--- src/rtl/debounce_pkg.sv ---
// Shared constants and width helper for the multi-channel button debouncer.
package debounce_pkg;

    localparam int DEB_CHANNELS_DEF      = 4;
    localparam int DEB_STABLE_CYCLES_DEF = 5;
    localparam int DEB_HOLD_CYCLES_DEF   = 50_000_000;

    // Bits needed to count from 0 up to max_val inclusive (never less than 1).
    function automatic int deb_cnt_w(input int max_val);
        return (max_val < 1) ? 1 : $clog2(max_val + 1);
    endfunction

endpackage

--- src/rtl/debounce_multi_if.sv ---
// Button bus between the board-input boundary and the debouncer.
// master: side that drives the raw buttons and consumes the clean signals.
// slave : the debouncer itself.
interface debounce_multi_if
    import debounce_pkg::*;
#(
    parameter int CHANNELS = DEB_CHANNELS_DEF
);

    logic [CHANNELS-1:0] btn_in;
    logic [CHANNELS-1:0] btn_level;
    logic [CHANNELS-1:0] btn_press;
    logic [CHANNELS-1:0] btn_release;
    logic [CHANNELS-1:0] btn_hold;

    modport master (
        output btn_in,
        input  btn_level,
        input  btn_press,
        input  btn_release,
        input  btn_hold
    );

    modport slave (
        input  btn_in,
        output btn_level,
        output btn_press,
        output btn_release,
        output btn_hold
    );

endinterface

--- src/rtl/debounce_channel.sv ---
// One debouncer channel: 2-flop synchroniser, stability counter, registered
// level, press/release strobes. The long-press counter and strobe are only
// built when DEBOUNCE_HOLD_EN is defined; otherwise hold_o is tied low.
module debounce_channel
    import debounce_pkg::*;
#(
    parameter int STABLE_CYCLES = DEB_STABLE_CYCLES_DEF,
    parameter int HOLD_CYCLES   = DEB_HOLD_CYCLES_DEF
) (
    input  logic clk,
    input  logic reset,
    input  logic btn_i,
    output logic level_o,
    output logic press_o,
    output logic release_o,
    output logic hold_o
);

    localparam int             CNT_W    = deb_cnt_w(STABLE_CYCLES);
    localparam logic [CNT_W-1:0] CNT_LAST = CNT_W'(STABLE_CYCLES - 1);

    // sync_q[0] is the first (metastability) flop, sync_q[1] the clean sample.
    logic [1:0]       sync_q;
    logic [CNT_W-1:0] cnt_q,   cnt_d;
    logic             level_q, level_d;
    logic             press_q, press_d;
    logic             rel_q,   rel_d;
    logic             differ;
    logic             accept;

    // Two-flop synchroniser; only the second stage is used downstream.
    always_ff @(posedge clk or negedge reset) begin
        if (!reset) sync_q <= '0;
        else        sync_q <= {sync_q[0], btn_i};
    end

    // Count consecutive disagreeing samples; accept on the last one so the
    // counter never passes STABLE_CYCLES-1 and cannot wrap.
    always_comb begin
        differ  = sync_q[1] ^ level_q;
        accept  = differ && (cnt_q == CNT_LAST);
        cnt_d   = (!differ || accept) ? '0 : cnt_q + CNT_W'(1);
        level_d = accept ? sync_q[1] : level_q;
        press_d = accept &  sync_q[1];
        rel_d   = accept & ~sync_q[1];
    end

    // Level, counter and edge strobes; strobes land with the level update.
    always_ff @(posedge clk or negedge reset) begin
        if (!reset) begin
            cnt_q   <= '0;
            level_q <= 1'b0;
            press_q <= 1'b0;
            rel_q   <= 1'b0;
        end else begin
            cnt_q   <= cnt_d;
            level_q <= level_d;
            press_q <= press_d;
            rel_q   <= rel_d;
        end
    end

    assign level_o   = level_q;
    assign press_o   = press_q;
    assign release_o = rel_q;

`ifdef DEBOUNCE_HOLD_EN
    localparam int               HOLD_W    = deb_cnt_w(HOLD_CYCLES);
    localparam logic [HOLD_W-1:0] HOLD_LAST = HOLD_W'(HOLD_CYCLES - 1);
    localparam logic [HOLD_W-1:0] HOLD_MAX  = HOLD_W'(HOLD_CYCLES);

    logic [HOLD_W-1:0] hcnt_q, hcnt_d;
    logic              hold_q, hold_d;

    // Saturating high-time counter; strobe on the step that reaches HOLD_CYCLES.
    always_comb begin
        hcnt_d = hcnt_q;
        if (!level_q)              hcnt_d = '0;
        else if (hcnt_q != HOLD_MAX) hcnt_d = hcnt_q + HOLD_W'(1);
        hold_d = level_q && (hcnt_q == HOLD_LAST);
    end

    // Hold counter and long-press strobe registers.
    always_ff @(posedge clk or negedge reset) begin
        if (!reset) begin
            hcnt_q <= '0;
            hold_q <= 1'b0;
        end else begin
            hcnt_q <= hcnt_d;
            hold_q <= hold_d;
        end
    end

    assign hold_o = hold_q;
`else
    assign hold_o = 1'b0;
`endif

endmodule

--- src/rtl/debounce_multi.sv ---
// Multi-channel button debouncer top. Each channel is an independent
// debounce_channel; this level only fans the bus out and back in.
// Optional long-press strobe: define DEBOUNCE_HOLD_EN.
module debounce_multi
    import debounce_pkg::*;
#(
    parameter int CHANNELS      = DEB_CHANNELS_DEF,
    parameter int STABLE_CYCLES = DEB_STABLE_CYCLES_DEF,
    parameter int HOLD_CYCLES   = DEB_HOLD_CYCLES_DEF
) (
    input  logic             clk,
    input  logic             reset,
    debounce_multi_if.slave  bus
);

    logic [CHANNELS-1:0] level;
    logic [CHANNELS-1:0] press;
    logic [CHANNELS-1:0] rel;
    logic [CHANNELS-1:0] hold;

    for (genvar i = 0; i < CHANNELS; i++) begin : g_ch
        debounce_channel #(
            .STABLE_CYCLES (STABLE_CYCLES),
            .HOLD_CYCLES   (HOLD_CYCLES)
        ) u_ch (
            .clk       (clk),
            .reset     (reset),
            .btn_i     (bus.btn_in[i]),
            .level_o   (level[i]),
            .press_o   (press[i]),
            .release_o (rel[i]),
            .hold_o    (hold[i])
        );
    end

    assign bus.btn_level   = level;
    assign bus.btn_press   = press;
    assign bus.btn_release = rel;
    assign bus.btn_hold    = hold;

endmodule

--- src/flat_wrapper.sv ---
// flat-port wrapper written by rule: the top's interface ports become plain ports
module debounce_multi_flat import debounce_pkg::*;
#(
    parameter int CHANNELS      = DEB_CHANNELS_DEF,
    parameter int STABLE_CYCLES = DEB_STABLE_CYCLES_DEF,
    parameter int HOLD_CYCLES   = DEB_HOLD_CYCLES_DEF
)
  (clk, reset, bus_btn_in, bus_btn_level, bus_btn_press, bus_btn_release, bus_btn_hold);
  debounce_multi_if #(.CHANNELS(CHANNELS)) bus_i ();
  input  logic clk;
  input  logic reset;
  input wire logic [$bits(bus_i.btn_in)-1:0] bus_btn_in;
  output wire logic [$bits(bus_i.btn_level)-1:0] bus_btn_level;
  output wire logic [$bits(bus_i.btn_press)-1:0] bus_btn_press;
  output wire logic [$bits(bus_i.btn_release)-1:0] bus_btn_release;
  output wire logic [$bits(bus_i.btn_hold)-1:0] bus_btn_hold;
  assign bus_i.btn_in = bus_btn_in;
  assign bus_btn_level = bus_i.btn_level;
  assign bus_btn_press = bus_i.btn_press;
  assign bus_btn_release = bus_i.btn_release;
  assign bus_btn_hold = bus_i.btn_hold;
  debounce_multi #(.CHANNELS(CHANNELS), .STABLE_CYCLES(STABLE_CYCLES), .HOLD_CYCLES(HOLD_CYCLES)) u_core (.clk(clk), .reset(reset), .bus(bus_i));
endmodule
--- config.mk ---
export PLATFORM = sky130hd
export DESIGN_NAME = debounce_multi_flat
export DESIGN_NICKNAME = d
export VERILOG_FILES = /design/src/rtl/debounce_pkg.sv /design/src/rtl/debounce_multi_if.sv /design/src/rtl/debounce_channel.sv /design/src/rtl/debounce_multi.sv /design/src/flat_wrapper.sv
export SDC_FILE = /design/constraint.sdc
export NUM_CORES = 1
export LEC_CHECK = 0
export ABC_AREA = 1
export ABC_CLOCK_PERIOD_IN_PS = 1300
export BUFFER_PORTS_ARGS = -buffer_cell sky130_fd_sc_hd__buf_4
export CORE_ASPECT_RATIO = 0.6
export CORE_UTILIZATION = 26
export CTS_BUF_LIST = sky130_fd_sc_hd__clkbuf_4 sky130_fd_sc_hd__clkbuf_8
export DETAILED_ROUTE_END_ITERATION = 12
export SKIP_CTS_REPAIR_TIMING = 1
export SYNTH_ARGS = -nofsm -noshare
export SYNTH_HDL_FRONTEND = slang
export SYNTH_SLANG_ARGS = --single-unit
export TNS_END_PERCENT = 30
--- constraint.sdc ---
create_clock -name clk -period 1.3 [get_ports clk]
set_input_delay 0.13 -clock clk [delete_from_list [all_inputs] [get_ports clk]]
set_output_delay 0.13 -clock clk [all_outputs]
set_load 0.01 [all_outputs]
==> impl_metrics.toml, run 1 <==
[floorplan]
placement_rows = 19
die_width_um = 94.94
die_height_um = 57.77
die_area_um2 = 5484
core_um2 = 4778
design.portCount = 22
initial_utilization = 0.2820

[drt]
ant_nets = 0
number_of_vias_per_cell = 3.680
routed-via-count = 758
routedWlPerCell_um = 8.951
drt_pass1_iterations = 3
total_wirelength_of_the_detailed_routed_design_um = 1844
drc = 0
detailedRoute.firstIterationViolations = 16

[clocking]
cts_tree = "built"
cts_sinks = 32
clkLatencyLatePin_ns = 0.28
number_of_buffers_added_by_the_clock_tree_synthesis_step = 5
clk_pin_slew_worst_paths_ns = 0.07
root_buffer_master = "clkbuf_8"
cts_htree_levels = 2
clock_tree.buffer_depth = 2

[yosys]
yosys_register_bits = 32
synth_sequential_area_ratio = 0.5942
syn_area_um2 = 1348
warnings_from_yosys = 0
synthCells = 126
synth.distinct_cells = 13
synth.avg_cell_area_um2 = 10.69

[cells_and_area]
mostFrequentLayoutCells = "dfrtp_1 (32), inv_1 (17), buf_4 (17), nor2_1 (14), nand2_1 (13)"
nFillCells = 495
area.growth.synth_to_final_pct = 19.22
drive_above_1_share = 0.2517
sequential_cell_area_um2 = 800.8
number_of_nets_in_the_layout = 156
final_core_utilization = 0.3362
footprint_of_the_multi_input_gates_um2 = 362.8
layout_commonest_cell = "dfrtp_1"
insertedDiodeCount = 0

[min_path]
hold_path.class = "input pin to async pin"

[sta]
finalHoldViolations = 0
hold_ws_ns = 0.3231
tns_ns = 0
max_freq_ghz = 0.9501
clock_skew_ns = 0.004413
timing_max_transition_violations_final = 0
time_the_worst_path_needs_with_i_o_delays_and_setup_ns = 1.053
fin_crit_sh = 0.8097
grt_setup_unrepaired = "no"
report.final.setup_viol = 0

[power]
power.share.clock = 0.306
totalPowerFinal_mw = 3.099
leakage_dissipation_nw = 0.8298
total_switching_power_uw = 947.3
ir_worst_vdd_mv = 0.4941
power.combinational.fraction = 0.242
power_switching_share = 0.3057
power_report.internal_total_mw = 2.151
power-per-cell-area_nw_per_um2 = 1929
seq_power_share = 0.452

[global_route]
first_global_vias = 721
grt_max_degree = 33
global_route_wire_length_before_repair_um = 3236
grtUsageTotal = 0.08371
grt_overflow = 0
antenna_found_initial = 0

[job]
cap_violations = 0

[critical_path]
cp.arrival_ns = 1.26
timing_worst_setup_path_type = "register to register"
endpoint_kind = "register"
worstPathRequired_ns = 1.51
startpoint_type = "register"
crit_fanout = 5

[placement]
detailed_place_hpwl_um = 1246
portBuffers = 17
gp_congestion = 0.6476

[outcome]
outcome = "finished, final reports clean"
==> cell usage after synthesis <==
| cell type | count | area share |
|---|---|---|
| conb_1 | 1 | 0.0028 |
| nand2_2 | 5 | 0.023 |
| buf_4 | 16 | 0.089 |
| o21ai_0 | 4 | 0.015 |
| inv_1 | 17 | 0.047 |
| nand2_1 | 13 | 0.036 |
| dfrtp_1 | 32 | 0.59 |
| nor3_1 | 6 | 0.022 |
| xnor2_1 | 4 | 0.026 |
| nor2_1 | 14 | 0.039 |
| nand3_2 | 3 | 0.022 |
| ha_1 | 8 | 0.074 |
| inv_2 | 3 | 0.0084 |
==> per-stage QoR <==
| stage | worst slack (ns) | std cells | instance area [um^2] |
|---|---|---|---|
| floorplan | 0.3698 | 129 | 1359 |
| global placement | 0.2733 | 193 | 1445 |
| detailed placement | 0.2548 | 193 | 1445 |
| CTS | 0.2398 | 201 | 1556 |
| global route | 0.09836 | 206 | 1607 |
| finish | 0.2474 | 206 | 1607 |
==> sequential cells by signal, summed over array words and instances (netlist names) <==
register                    count
u_core.g_ch.u_ch.cnt_q         12
u_core.g_ch.u_ch.level_o        4
u_core.g_ch.u_ch.sync_q         8
u_core.g_ch.u_ch.press_o        4
u_core.g_ch.u_ch.release_o      4
==> metal layers <==
metal  track usage  vias to the layer above  routed length (um)
li1              -                      389                   -
met1        0.1118                      348                1001
met2        0.1017                       17                 703
met3       0.04724                        4                 112
met4       0.05195                        0                  27
met5             0                        -                   0
==> final timing paths <==
path,startpoint,end,slack [ns],cells after the start
worst min-delay path,reset,u_core.g_ch[2].u_ch.release_o,0.32,2
worst max register to register,u_core.g_ch[0].u_ch.cnt_q[0],u_core.g_ch[0].u_ch.cnt_q[0],0.25,5
max in group asynchronous,reset,u_core.g_ch[3].u_ch.cnt_q[1],0.69,2
worst max-delay path,u_core.g_ch[0].u_ch.cnt_q[0],u_core.g_ch[0].u_ch.cnt_q[0],0.25,5
min in group clk,u_core.g_ch[2].u_ch.sync_q[0],u_core.g_ch[2].u_ch.sync_q[1],0.35,0
worst min register to register,u_core.g_ch[2].u_ch.sync_q[0],u_core.g_ch[2].u_ch.sync_q[1],0.35,0
==> cell type report <==
| cell class | instances | area share |
|---|---|---|
| Clock inverter | 2 | 0.02181 |
| Sequential cell | 32 | 0.4984 |
| Tap cell | 63 | 0.04907 |
| Multi-Input combinational cell | 61 | 0.2259 |
| Inverter | 20 | 0.04673 |
| Timing Repair Buffer | 22 | 0.1106 |
| Clock buffer | 6 | 0.04751 |
==> power groups by stage <==
stage / clock network, mW / logic, mW / registers, mW
after CTS: 0.991 / 0.756 / 1.40
after global placement: 0 / 0.739 / 1.41
after detailed placement: 0 / 0.754 / 1.42
final: 0.948 / 0.751 / 1.40
after global routing: 1.03 / 0.905 / 1.44
after floorplan: 0 / 0.639 / 1.37
==> worst max-delay path, cell delays in order (launching register included) <==
cell     delay [ns]
dfrtp_1        0.38
inv_1          0.05
ha_1           0.19
nand2_1        0.15
nand3_2        0.12
nor2_1         0.10
==> cells by family (layout without fill, tap and decap cells) <==
kind of cell / count (synthesis) / count (layout) / share of synthesized area
AND/OR/NAND/NOR: 41 / 41 / 0.1430
buffers and inverters: 36 / 50 / 0.1448
flip-flops: 32 / 32 / 0.5942
adder cells (fa/ha/maj): 8 / 8 / 0.07428
AO/OA/AOI/OAI: 4 / 4 / 0.01486
XOR/XNOR: 4 / 4 / 0.02600
other: 1 / 4 / 0.002783
Power figures use the tool's default switching activity.
==> run 2: changes to the inputs <==
--- a/config.mk
+++ b/config.mk
@@ -6,7 +6,7 @@
 export NUM_CORES = 1
 export LEC_CHECK = 0
 export ABC_AREA = 1
-export ABC_CLOCK_PERIOD_IN_PS = 1300
+export ABC_CLOCK_PERIOD_IN_PS = 1050
 export BUFFER_PORTS_ARGS = -buffer_cell sky130_fd_sc_hd__buf_4
 export CORE_ASPECT_RATIO = 0.6
 export CORE_UTILIZATION = 26
==> constraint.sdc (replaced) <==
create_clock -name clk -period 1.05 [get_ports clk]
set_input_delay 0.105 -clock clk [delete_from_list [all_inputs] [get_ports clk]]
set_output_delay 0.105 -clock clk [all_outputs]
set_load 0.01 [all_outputs]
==> run 2 against run 1 <==
  * Final area is 5.0% higher
  * Combinational power is 58% higher
  * Cell count increased by 0.97%
  * Hold slack lost 0.030 ns
  * Largest cell class unchanged
  * Maximum frequency up 3.2%
  * Via count increased by 4.9%
==> impl_metrics.toml, run 2 (synthesis results as in run 1) <==
[sta]
clock_skew_ns = 0.005590
grt_setup_unrepaired = "yes"
finalHoldViolations = 0
time_the_worst_path_needs_with_i_o_delays_and_setup_ns = 1.020
report.final.setup_viol = 0
timing_max_transition_violations_final = 0
fin_crit_sh = 0.9715
timing.final.ws_setup_ns = 0.02992
max_freq_ghz = 0.9803
hold_ws_ns = 0.2929

[clocking]
cts_tree = "built"
clock_tree.buffer_depth = 2
cts_sinks = 32
clk_pin_slew_worst_paths_ns = 0.07
number_of_buffers_added_by_the_clock_tree_synthesis_step = 5
cts_htree_levels = 2
root_buffer_master = "clkbuf_8"
clkLatencyLatePin_ns = 0.28

[cells_and_area]
mostFrequentLayoutCells = "dfrtp_1 (32), buf_4 (19), inv_1 (17), nand2_1 (10), nor2_1 (9)"
finalInstanceArea_um2 = 1687
regMostFlops = "u_core.g_ch.u_ch.cnt_q"
largest_reg_flops = 12
area.growth.synth_to_final_pct = 25.16
finalNonFillerCells = 208
reg_top3 = "u_core.g_ch.u_ch.cnt_q x12, u_core.g_ch.u_ch.sync_q x8"
number_of_nets_in_the_layout = 158
drive_above_1_share = 0.3379
insertedDiodeCount = 0
layout_commonest_cell = "dfrtp_1"

[job]
cap_violations = 0

[power]
power_switching_share = 0.3200
power_report.internal_total_mw = 2.795
seq_power_share = 0.426
total_switching_power_mw = 1.315
totalPowerFinal_mw = 4.110
leakage_dissipation_nw = 0.8499
ir_worst_vdd_mv = 0.6841
power.combinational.fraction = 0.289
power-per-cell-area_nw_per_um2 = 2437
power.share.clock = 0.286

[drt]
routed-via-count = 795
drt_pass1_iterations = 4
total_wirelength_of_the_detailed_routed_design_um = 1974
ant_nets = 0
drc = 0
detailedRoute.firstIterationViolations = 28
routedWlPerCell_um = 9.490
number_of_vias_per_cell = 3.822

[global_route]
grt_overflow = 0
grtUsageTotal = 0.08376
antenna_found_initial = 0
global_route_wire_length_before_repair_um = 3277
first_global_vias = 749
grt_max_degree = 33

[critical_path]
crit_fanout = 3
cp.arrival_ns = 1.20
r2r.worst_path.cells = 4
worstPathRequired_ns = 1.23
reg2reg_slack_ns = 0.03
critical_path.reg2reg.endpoint = "u_core.g_ch[1].u_ch.cnt_q[2]"
timing_worst_setup_path_type = "register to register"
critical_register_to_register_path_startpoint = "u_core.g_ch[1].u_ch.cnt_q[0]"
startpoint_type = "register"
endpoint_kind = "register"

[placement]
portBuffers = 17
detailed_place.area_um2 = 1445
dp_worst_setup_slack_ns = -0.01445
detailed_place_hpwl_um = 1273
dp_cells = 193
gp_congestion = 0.6475

[floorplan]
die_width_um = 94.94
initial_utilization = 0.2820
die_height_um = 57.77
placement_rows = 19
die_area_um2 = 5484
core_um2 = 4778
design.portCount = 22

[min_path]
hold_path.class = "input pin to async pin"

[outcome]
outcome = "finished, final reports clean"
==> run 2: cell types whose count changed in the layout (fill, tap and decap cells not counted), moves of 2 or more <==
cell,delta
nor2_1,-5
nor2_2,+4
nand2_1,-3
nand3_2,-3
nand3_4,+3
buf_4,+2
ha_1,-2
ha_2,+2
nand2_2,+2
==> run 2: worst max-delay path by stage <==
stage,endpoint,startpoint,depth (start not counted)
final,u_core.g_ch[1].u_ch.cnt_q[2],u_core.g_ch[1].u_ch.cnt_q[0],4
after global routing,u_core.g_ch[3].u_ch.release_o,u_core.g_ch[3].u_ch.cnt_q[0],4
after CTS,u_core.g_ch[0].u_ch.cnt_q[0],u_core.g_ch[0].u_ch.cnt_q[0],5
after detailed placement,u_core.g_ch[0].u_ch.cnt_q[0],u_core.g_ch[0].u_ch.cnt_q[0],5
after global placement,u_core.g_ch[0].u_ch.cnt_q[0],u_core.g_ch[0].u_ch.cnt_q[0],5
after floorplan,u_core.g_ch[0].u_ch.cnt_q[0],u_core.g_ch[0].u_ch.cnt_q[0],5
==> run 2: routing by layer <==
metal  track usage  up-vias  wire length [um]
met1        0.1062      379               994
met3       0.04724        4               125
met4       0.04545        0                24
met5             0        -                 0
met2        0.1120       17               829
li1              -      395                 -
==> run 2: cell type report <==
class	count	area (um^2)
multi-input cells	61	427.9
clock inverters	2	35.03
repair buffers	24	192.7
inverters	20	75.07
flip-flops and latches	32	800.8
well taps	63	78.83
clock buffers	6	76.32
fillers	475	3092
==> run 2: stage by stage <==
stage,utilization,setup TNS (ns)
6_report,0.3530,0
5_1_grt,0.3530,-0.2592
4_1_cts,0.3257,-0.08331
3_5_place_dp,0.3024,-0.01641
3_3_place_gp,0.3024,0
2_1_floorplan,-,0
==> run 2: critical path, cell delays in order (launching register included) <==
cell	delay [ns]
dfrtp_1	0.39
buf_4	0.13
ha_1	0.19
xnor2_1	0.13
nor2_1	0.06
==> run 2: power groups by stage <==
stage          combinational (mW)  sequential (mW)  clock [mW]
2_1_floorplan               0.791             1.70           0
3_3_place_gp                0.916             1.75           0
3_5_place_dp                0.942             1.75           0
4_1_cts                     0.945             1.73        1.22
5_1_grt                      1.37             1.79        1.27
6_report                     1.19             1.75        1.17
==> run 3: changes to the inputs <==
--- a/config.mk
+++ b/config.mk
@@ -8,10 +8,13 @@
 export ABC_AREA = 1
 export ABC_CLOCK_PERIOD_IN_PS = 1050
 export BUFFER_PORTS_ARGS = -buffer_cell sky130_fd_sc_hd__buf_4
+export CELL_PAD_IN_SITES_DETAIL_PLACEMENT = 1
+export CELL_PAD_IN_SITES_GLOBAL_PLACEMENT = 2
 export CORE_ASPECT_RATIO = 0.6
-export CORE_UTILIZATION = 26
+export CORE_UTILIZATION = 37
 export CTS_BUF_LIST = sky130_fd_sc_hd__clkbuf_4 sky130_fd_sc_hd__clkbuf_8
 export DETAILED_ROUTE_END_ITERATION = 12
+export PLACE_DENSITY_LB_ADDON = 0.1
 export SKIP_CTS_REPAIR_TIMING = 1
 export SYNTH_ARGS = -nofsm -noshare
 export SYNTH_HDL_FRONTEND = slang
==> run 3 against run 2 <==
  * Total power shrank 7.1%
  * Die area shrank 29%
  * Critical path type unchanged
  * Critical endpoint is now u_core.g_ch[0].u_ch.release_o
  * Cell count shrank 10%
  * Combinational power grew 4%
  * Setup slack gained 0.012 ns
  * Sequential cell count is the same
  * Clock skew shrank 0.0022 ns
  * Largest cell class unchanged
  * Sequential share of layout area grew 1.6 points
==> impl_metrics.toml, run 3 (synthesis results as in run 1) <==
[outcome]
outcome = "finished, final reports clean"

[sta]
report.final.setup_viol = 0
tns_ns = 0
max_freq_ghz = 0.9917
time_the_worst_path_needs_with_i_o_delays_and_setup_ns = 1.008
fin_crit_sh = 0.9603
finalHoldViolations = 0
clock_skew_ns = 0.003434
timing_max_transition_violations_final = 0

[floorplan]
die_width_um = 79.91
die_height_um = 48.75
die_area_um2 = 3895
core_um2 = 3363
initial_utilization = 0.4007
design.portCount = 22
placement_rows = 16

[critical_path]
timing_worst_setup_path_type = "register to register"
cp.arrival_ns = 1.18
worstPathRequired_ns = 1.22
crit_fanout = 5
endpoint_kind = "register"
startpoint_type = "register"

[clocking]
cts_sinks = 32
number_of_buffers_added_by_the_clock_tree_synthesis_step = 5
cts_htree_levels = 2
root_buffer_master = "clkbuf_8"
clkLatencyLatePin_ns = 0.27
cts_tree = "built"
clock_tree.buffer_depth = 2
clk_pin_slew_worst_paths_ns = 0.06

[power]
power-per-cell-area_nw_per_um2 = 2339
ir_worst_vdd_mv = 0.8109
totalPowerFinal_mw = 3.817
leakage_dissipation_nw = 0.8402

[cells_and_area]
largest_reg_flops = 12
final_core_utilization = 0.4851
regMostFlops = "u_core.g_ch.u_ch.cnt_q"
area.growth.synth_to_final_pct = 21.08
finalInstanceArea_um2 = 1632
drive_above_1_share = 0.3451
reg_top3 = "u_core.g_ch.u_ch.cnt_q x12, u_core.g_ch.u_ch.sync_q x8"
finalNonFillerCells = 187
mostFrequentLayoutCells = "dfrtp_1 (32), buf_4 (19), inv_1 (15), nand2_1 (10), nor2_1 (10)"
layout_commonest_cell = "dfrtp_1"
number_of_nets_in_the_layout = 158
insertedDiodeCount = 0

[global_route]
global_route_wire_length_before_repair_um = 3436
first_global_vias = 767
grtUsageTotal = 0.1199
grt_max_degree = 33
antenna_found_initial = 0
grt_overflow = 0

[drt]
routedWlPerCell_um = 11.44
number_of_vias_per_cell = 4.294
ant_nets = 0
drc = 0
routed-via-count = 803
detailedRoute.firstIterationViolations = 4
drt_pass1_iterations = 2
total_wirelength_of_the_detailed_routed_design_um = 2140

[placement]
gp_congestion = 0.6955
dp_cells = 175
detailed_place_hpwl_um = 1402
portBuffers = 17
detailed_place.area_um2 = 1423

[min_path]
hold_path.class = "input pin to async pin"

[job]
cap_violations = 0
[run 3: power by group]
part | switching (mW) | internal [mW] | total (mW)
Combinational | 0.655 | 0.590 | 1.24
Sequential | 0.256 | 1.51 | 1.77
Clock | 0.381 | 0.426 | 0.807
Total | 1.29 | 2.52 | 3.82
[run 3: metal layers]
metal	GRT usage	routed length (um)	share of wire	up-vias
li1	-	-	-	389
met1	0.1557	1030	0.48	395
met2	0.1738	1004	0.47	17
met3	0.05660	100	0.047	2
met4	0.04464	4	0.0019	0
met5	0	0	0	-
[run 3: through the flow]
step           hold WS (ns)  setup WS [ns]
2_1_floorplan       -0.1906         0.1198
3_3_place_gp        0.06096        0.02252
3_5_place_dp        0.06853      -0.003285
4_1_cts             -0.2256       -0.01737
5_1_grt              0.3462       -0.03582
6_report             0.3046        0.04166
[run 3: area by class of cell]
type | count | area, um^2
Inverter | 20 | 75.07
Clock buffer | 5 | 68.82
Sequential cell | 32 | 800.8
Fill cell | 388 | 1732
Tap cell | 45 | 56.30
Multi-Input combinational cell | 61 | 437.9
Timing Repair Buffer | 24 | 192.7
[run 3: final timing paths]
| check | slack [ns] | to | cells after the start | start |
|---|---|---|---|---|
| max | 0.04 | u_core.g_ch[0].u_ch.release_o | 4 | u_core.g_ch[0].u_ch.cnt_q[0] |
| min | 0.30 | u_core.g_ch[3].u_ch.level_o | 2 | reset |
| max reg2reg | 0.04 | u_core.g_ch[0].u_ch.release_o | 4 | u_core.g_ch[0].u_ch.cnt_q[0] |
| min reg2reg | 0.35 | u_core.g_ch[3].u_ch.sync_q[1] | 0 | u_core.g_ch[3].u_ch.sync_q[0] |
| max in group asynchronous | 0.45 | u_core.g_ch[0].u_ch.sync_q[0] | 2 | reset |
| min in group clk | 0.35 | u_core.g_ch[3].u_ch.sync_q[1] | 0 | u_core.g_ch[3].u_ch.sync_q[0] |
[run 3: critical path: stages (launching register included)]
cell and delay (ns):
dfrtp_1 0.40, inv_1 0.07, ha_2 0.19, nand2_4 0.07, nor3_1 0.18
